==> src/rtl/cla_mp_sequencer.sv <==
// Multi-precision add/subtract sequencer driving a shared external 8-bit
// carry-lookahead adder, one byte per cycle, LSB first, with the carry
// chained through r_carry.
// Optional feature macro: CLA_SEQ_OVF_EN enables the signed-overflow flag.
// When it is undefined, o_res_ovf is tied to 0.
//
// state | meaning
// IDLE  | ready for a command (o_cmd_ready=1)
// RUN   | one operand byte per cycle through the external adder
// DONE  | result presented (o_res_valid=1) until consumed
module cla_mp_sequencer #(
    parameter int NBYTES = 4
) (
    input  logic                  i_clk,
    input  logic                  i_rst,
    input  logic                  i_cmd_valid,
    output logic                  o_cmd_ready,
    input  logic                  i_cmd_sub,
    input  logic [8*NBYTES-1:0]   i_cmd_a,
    input  logic [8*NBYTES-1:0]   i_cmd_b,
    output logic [7:0]            o_add_a,
    output logic [7:0]            o_add_b,
    output logic                  o_add_cin,
    input  logic [7:0]            i_add_sum,
    input  logic                  i_add_cout,
    output logic                  o_res_valid,
    input  logic                  i_res_ready,
    output logic [8*NBYTES-1:0]   o_res_sum,
    output logic                  o_res_carry,
    output logic                  o_res_ovf
);

    localparam int W  = 8 * NBYTES;
    localparam int KW = $clog2(NBYTES);
    localparam logic [KW-1:0] K_LAST = KW'(NBYTES - 1);

    typedef enum logic [1:0] {IDLE, RUN, DONE} state_t;

    state_t          r_state;
    state_t          w_next;
    logic [W-1:0]    r_a;
    logic [W-1:0]    r_b;
    logic            r_sub;
    logic            r_carry;
    logic [KW-1:0]   r_k;
    logic [W-1:0]    r_sum;
    logic            r_res_carry;
    logic [7:0]      w_a_byte;
    logic [7:0]      w_b_byte;
    logic            w_last;
    logic            w_accept;

    assign w_last      = (r_k == K_LAST);
    assign w_accept    = (r_state == IDLE) && i_cmd_valid;
    assign o_cmd_ready = (r_state == IDLE);
    assign o_res_valid = (r_state == DONE);
    assign o_res_sum   = r_sum;
    assign o_res_carry = r_res_carry;

    // State register.
    always_ff @(posedge i_clk or posedge i_rst) begin
        if (i_rst) r_state <= IDLE;
        else       r_state <= w_next;
    end

    // Next-state decode; handshake readiness is a pure state decode above.
    always_comb begin
        w_next = r_state;
        case (r_state)
            IDLE:    if (i_cmd_valid) w_next = RUN;
            RUN:     if (w_last)      w_next = DONE;
            DONE:    if (i_res_ready) w_next = IDLE;
            default: w_next = IDLE;
        endcase
    end

    // Select the current operand byte k.
    always_comb begin
        w_a_byte = '0;
        w_b_byte = '0;
        for (int i = 0; i < NBYTES; i++) begin
            if (r_k == KW'(i)) begin
                w_a_byte = r_a[8*i +: 8];
                w_b_byte = r_b[8*i +: 8];
            end
        end
    end

    // Adder drive: only active in RUN, B pre-inverted for subtract.
    always_comb begin
        o_add_a   = '0;
        o_add_b   = '0;
        o_add_cin = 1'b0;
        if (r_state == RUN) begin
            o_add_a   = w_a_byte;
            o_add_b   = w_b_byte ^ {8{r_sub}};
            o_add_cin = r_carry;
        end
    end

    // Operand capture, byte sequencing and result assembly.
    always_ff @(posedge i_clk or posedge i_rst) begin
        if (i_rst) begin
            r_a         <= '0;
            r_b         <= '0;
            r_sub       <= 1'b0;
            r_carry     <= 1'b0;
            r_k         <= '0;
            r_sum       <= '0;
            r_res_carry <= 1'b0;
        end else if (w_accept) begin
            r_a     <= i_cmd_a;
            r_b     <= i_cmd_b;
            r_sub   <= i_cmd_sub;
            r_carry <= i_cmd_sub;
            r_k     <= '0;
        end else if (r_state == RUN) begin
            for (int i = 0; i < NBYTES; i++) begin
                if (r_k == KW'(i)) r_sum[8*i +: 8] <= i_add_sum;
            end
            r_carry <= i_add_cout;
            if (w_last) begin
                r_k         <= '0;
                r_res_carry <= i_add_cout;
            end else begin
                r_k <= r_k + KW'(1);
            end
        end
    end

`ifdef CLA_SEQ_OVF_EN
    logic r_ovf;
    logic w_ovf;

    assign w_ovf     = (o_add_a[7] == o_add_b[7]) && (i_add_sum[7] != o_add_a[7]);
    assign o_res_ovf = r_ovf;

    // Signed overflow taken from the top byte only.
    always_ff @(posedge i_clk or posedge i_rst) begin
        if (i_rst)                         r_ovf <= 1'b0;
        else if ((r_state == RUN) && w_last) r_ovf <= w_ovf;
    end
`else
    assign o_res_ovf = 1'b0;
`endif

endmodule

==> config.mk <==
export PLATFORM = sky130hd
export DESIGN_NAME = cla_mp_sequencer
export DESIGN_NICKNAME = d
export VERILOG_FILES = /design/src/rtl/cla_mp_sequencer.sv
export SDC_FILE = /design/constraint.sdc
export NUM_CORES = 1
export LEC_CHECK = 0
export CORE_MARGIN = 3
export CORE_UTILIZATION = 40
export CTS_CLUSTER_DIAMETER = 30
export DETAILED_ROUTE_END_ITERATION = 6
export PLACE_DENSITY = 0.66
export SYNTH_ARGS = -nofsm -noshare
export SYNTH_HDL_FRONTEND = slang
export SYNTH_SLANG_ARGS = --single-unit
==> constraint.sdc <==
create_clock -name i_clk -period 9.9 [get_ports i_clk]
set_input_delay 2.97 -clock i_clk [delete_from_list [all_inputs] [get_ports i_clk]]
set_output_delay 2.97 -clock i_clk [all_outputs]
set_load 0.03 [all_outputs]
==> summary.md <==
| Metric | Value |
|---|---|
| Sw Pwr | `971 uW` |
| Post-synth top area share | `between 50 and 60%` |
| Layout cells sized above 1 | `10.8%` |
| Wirelength per Cell | `15.8 um` |
| Gp weighted congestion | `0.923` |
| CTS Buffer Depth | `2` |
| Post-Syn Nets | `554` |
| Setup TNS Final | `0 ns` |
| Crit path max fanout | `26` |
| Clock sink count | `around 100` |
| Static leakage | `between 0.002 and 0.003 uW` |
| PostCTS Resize Cnt | `0` |
| CP arrival | `3.26 ns` |
| Yosys top cell by area | `dfrtp_1` |
| Mapped cell area | `4590 um2` |
| Sequential share of power | `31.4%` |
| Htree depth | `3` |
| Hold WS | `0.481 ns` |
| RSZ-0062 raised after global routing | `no` |
| Max-cap viol count | `0` |
| Total track usage | `a little under a fifth` |
| Final Cell Area | `roughly 6300 um2` |
| Comb power frac | `50.7%` |
| Die Y | `113 um` |
| Critical Path RT | `6.93 ns` |
| Fin. max-slew vios | `0` |
| Net Sw Frac | `40.7%` |
| Drt drc | `0` |
| Synth Instances | `472` |
| Final core utilization | `a little under three fifths` |
| Endpoints failing setup | `0` |
| Nets | `669` |
| Shortest period the worst path allows | `6.23 ns` |
| Synth Flop Type | `dfrtp_1` |
| Final hold vios | `0` |
| Met3 Usage GRT | `6.90%` |
| Max incr delay on CP | `a little under 0.9 ns` |
| Asr flop ratio synth | `100%` |
| Root buffer cell | `clkbuf_16` |
| Measured slew at the worst slew-check pin | `around 1.1 ns` |
| Die area | `12800 um2` |
| Postcts setup bufs | `0` |
| Largest cells by area after synthesis | `dfrtp_1 (56%), nand2_1 (15%), mux2_2 (8.1%), a21oi_1 (2.3%), a22oi_1 (2.1%)` |
| Core outline area | `11000 um2` |
| First-pass GRT wire length | `19.3 mm` |
| Buffers on Ports | `129` |
| Crit end category | `output pin` |
| Number of synthesized flops with an enable pin | `0` |
| Final WL | `11.6 mm` |
| Status | `finished, final reports clean` |
| Worst vdd ir | `0.213 mV` |
| Number of DRC markers in iteration 0 | `between 150 and 200` |
| Post-detail-place hpwl | `8.15 mm` |
| Area delta synth->final | `37.0%` |
| Worst-path cell chain | `ha_1 -> nor2_1 -> a221oi_2 -> mux2i_1 -> clkdlybuf4s50_1` |
| Min-Delay Path Class | `reg2reg` |
| Cell with the most instances after synthesis | `nand2_1` |
| Vias | `3601` |
| CTS tree | `built` |
| # IOs | `131` |
| Initial antenna violation count | `0` |
| Clk_lat worst skew | `0.33 ns` |
| Max stage delay cell, worst path | `ha_1` |
| Internal power | `1410 uW` |
| Starting density of the core | `roughly two fifths` |
| Worst slew margin | `between 20 and 30%` |
| Yosys reg bits | `103` |
| Maximum clock rate | `160 MHz` |
| Grt met2 use | `27.8%` |
| Post-synthesis cell type count | `32` |
| Post-DP Area | `around 6000 um2` |
| Startpoint types | `flop` |
| DRT Pass-1 Iters | `5` |
| Most frequent cells after synthesis | `nand2_1 (187), dfrtp_1 (103), mux2_2 (33)` |
| Post-cts hold buffer count | `0` |
| Fill cells | `998` |
| Register area share after synthesis | `between 50% and 60%` |
| CTS buffer count | `9` |
| Die Span X | `113 um` |
| Worst-path clk slew | `0.06 ns` |
| Vias in the first global route | `3822` |
| Busiest grt layer | `met2` |
| Period utilization | `63.0%` |
| P per Cell Area | `379 nW/um2` |
| # diodes | `0` |
| Detail Route Antenna Nets | `0` |
| Syn_area_per_cell | `9.73 um2` |
| Via-to-Cell Ratio | `4.92` |
| Fin Clk Skew | `0.00557 ns` |
| Global route overflow | `0` |
| Pin count of the biggest net entering global routing | `69` |
| Std-Cell Rows | `38` |
| Critical path class | `reg2out` |
| GR Util met1 | `26.1%` |
| Yosys warns | `0` |
| Clk pwr share | `17.9%` |
[placed cells by master (no fill, tap or decap), types with 6 or more instances in the layout]
cell,synthesis,layout
inv_1,15,14
mux2i_1,8,8
a21oi_1,21,21
o21ai_0,19,19
dfrtp_1,103,103
clkbuf_16,0,9
mux2_2,33,33
o22ai_1,6,6
clkdlybuf4s50_1,0,129
nand2_1,187,186
a22oi_1,13,13
nor2_1,8,8
[path summary, 6_finish.rpt]
path | start | to | slack (ns) | cells past startpoint
hold reg to reg | r_a[5] | r_a[5] | 0.48 | 2
setup reg to reg | r_k[0] | o_res_carry | 7.85 | 3
hold / removal | r_a[5] | r_a[5] | 0.48 | 2
min in group asynchronous | i_rst | r_b[19] | 3.03 | 2
setup / recovery | r_k[0] | o_add_b[1] | 3.67 | 5
max in group asynchronous | i_rst | r_a[17] | 5.72 | 3
[per-layer routing]
| metal | vias to the layer above | share of wire, % | routed length [um] |
|---|---|---|---|
| met4 | 0 | 0.48 | 55 |
| met1 | 1705 | 46 | 5330 |
| met5 | - | 0 | 0 |
| li1 | 1772 | - | - |
| met3 | 8 | 8.3 | 964 |
| met2 | 116 | 45 | 5200 |
[cell families (layout without fill, tap and decap cells)]
logic type	Yosys count	count (layout)	synth area share, %
flops	103	103	56.1
other cells	1	1	0.0817
fa+ha+maj	4	4	1.09
buf+inv	43	163	4.88
compound gates	67	67	9.21
mux	41	41	9.84
simple gates	213	213	18.8
[worst max-delay path: cells and delay by family (launching register included)]
family	cells	cell delay (ns)
adders and majority gates	1	0.88
buffers and inverters	1	0.69
DFF	1	0.42
and+or+nand+nor	1	0.36
AOI/OAI and AO/OA	1	0.36
muxes	1	0.22
[registers in the layout, indices dropped and copies added, names as in the netlist]
register / count
r_b: 32
o_res_sum: 32
r_a: 32
o_res_carry: 1
r_state: 2
r_sub: 1
r_k: 2
r_carry: 1
[power groups by stage]
stage / Clock [uW] / Combinational, uW / Sequential [uW]
final: 426 / 1210 / 750
after global routing: 454 / 1320 / 775
after CTS: 439 / 1220 / 749
after detailed placement: 0 / 1210 / 752
after global placement: 0 / 1190 / 753
after floorplan: 0 / 688 / 859
[through the flow]
step / total power, uW / setup slack, ns / cells
floorplan: 1550 / 4.23 / 472
global placement: 1940 / 4.20 / 716
detailed placement: 1970 / 4.07 / 716
CTS: 2410 / 3.69 / 732
global route: 2550 / 3.43 / 732
finish: 2380 / 3.67 / 732
[area by class of cell]
class / count / area (um2) / share of cell area (%)
flip-flops and latches: 103 / 2580 / 41.0
well taps: 140 / 175 / 2.78
clock buffers: 11 / 243 / 3.86
repair buffers: 132 / 1310 / 20.9
multi-input cells: 326 / 1790 / 28.5
clock inverters: 5 / 129 / 2.05
inverters: 15 / 58.8 / 0.935
Power figures use the tool's default switching activity.
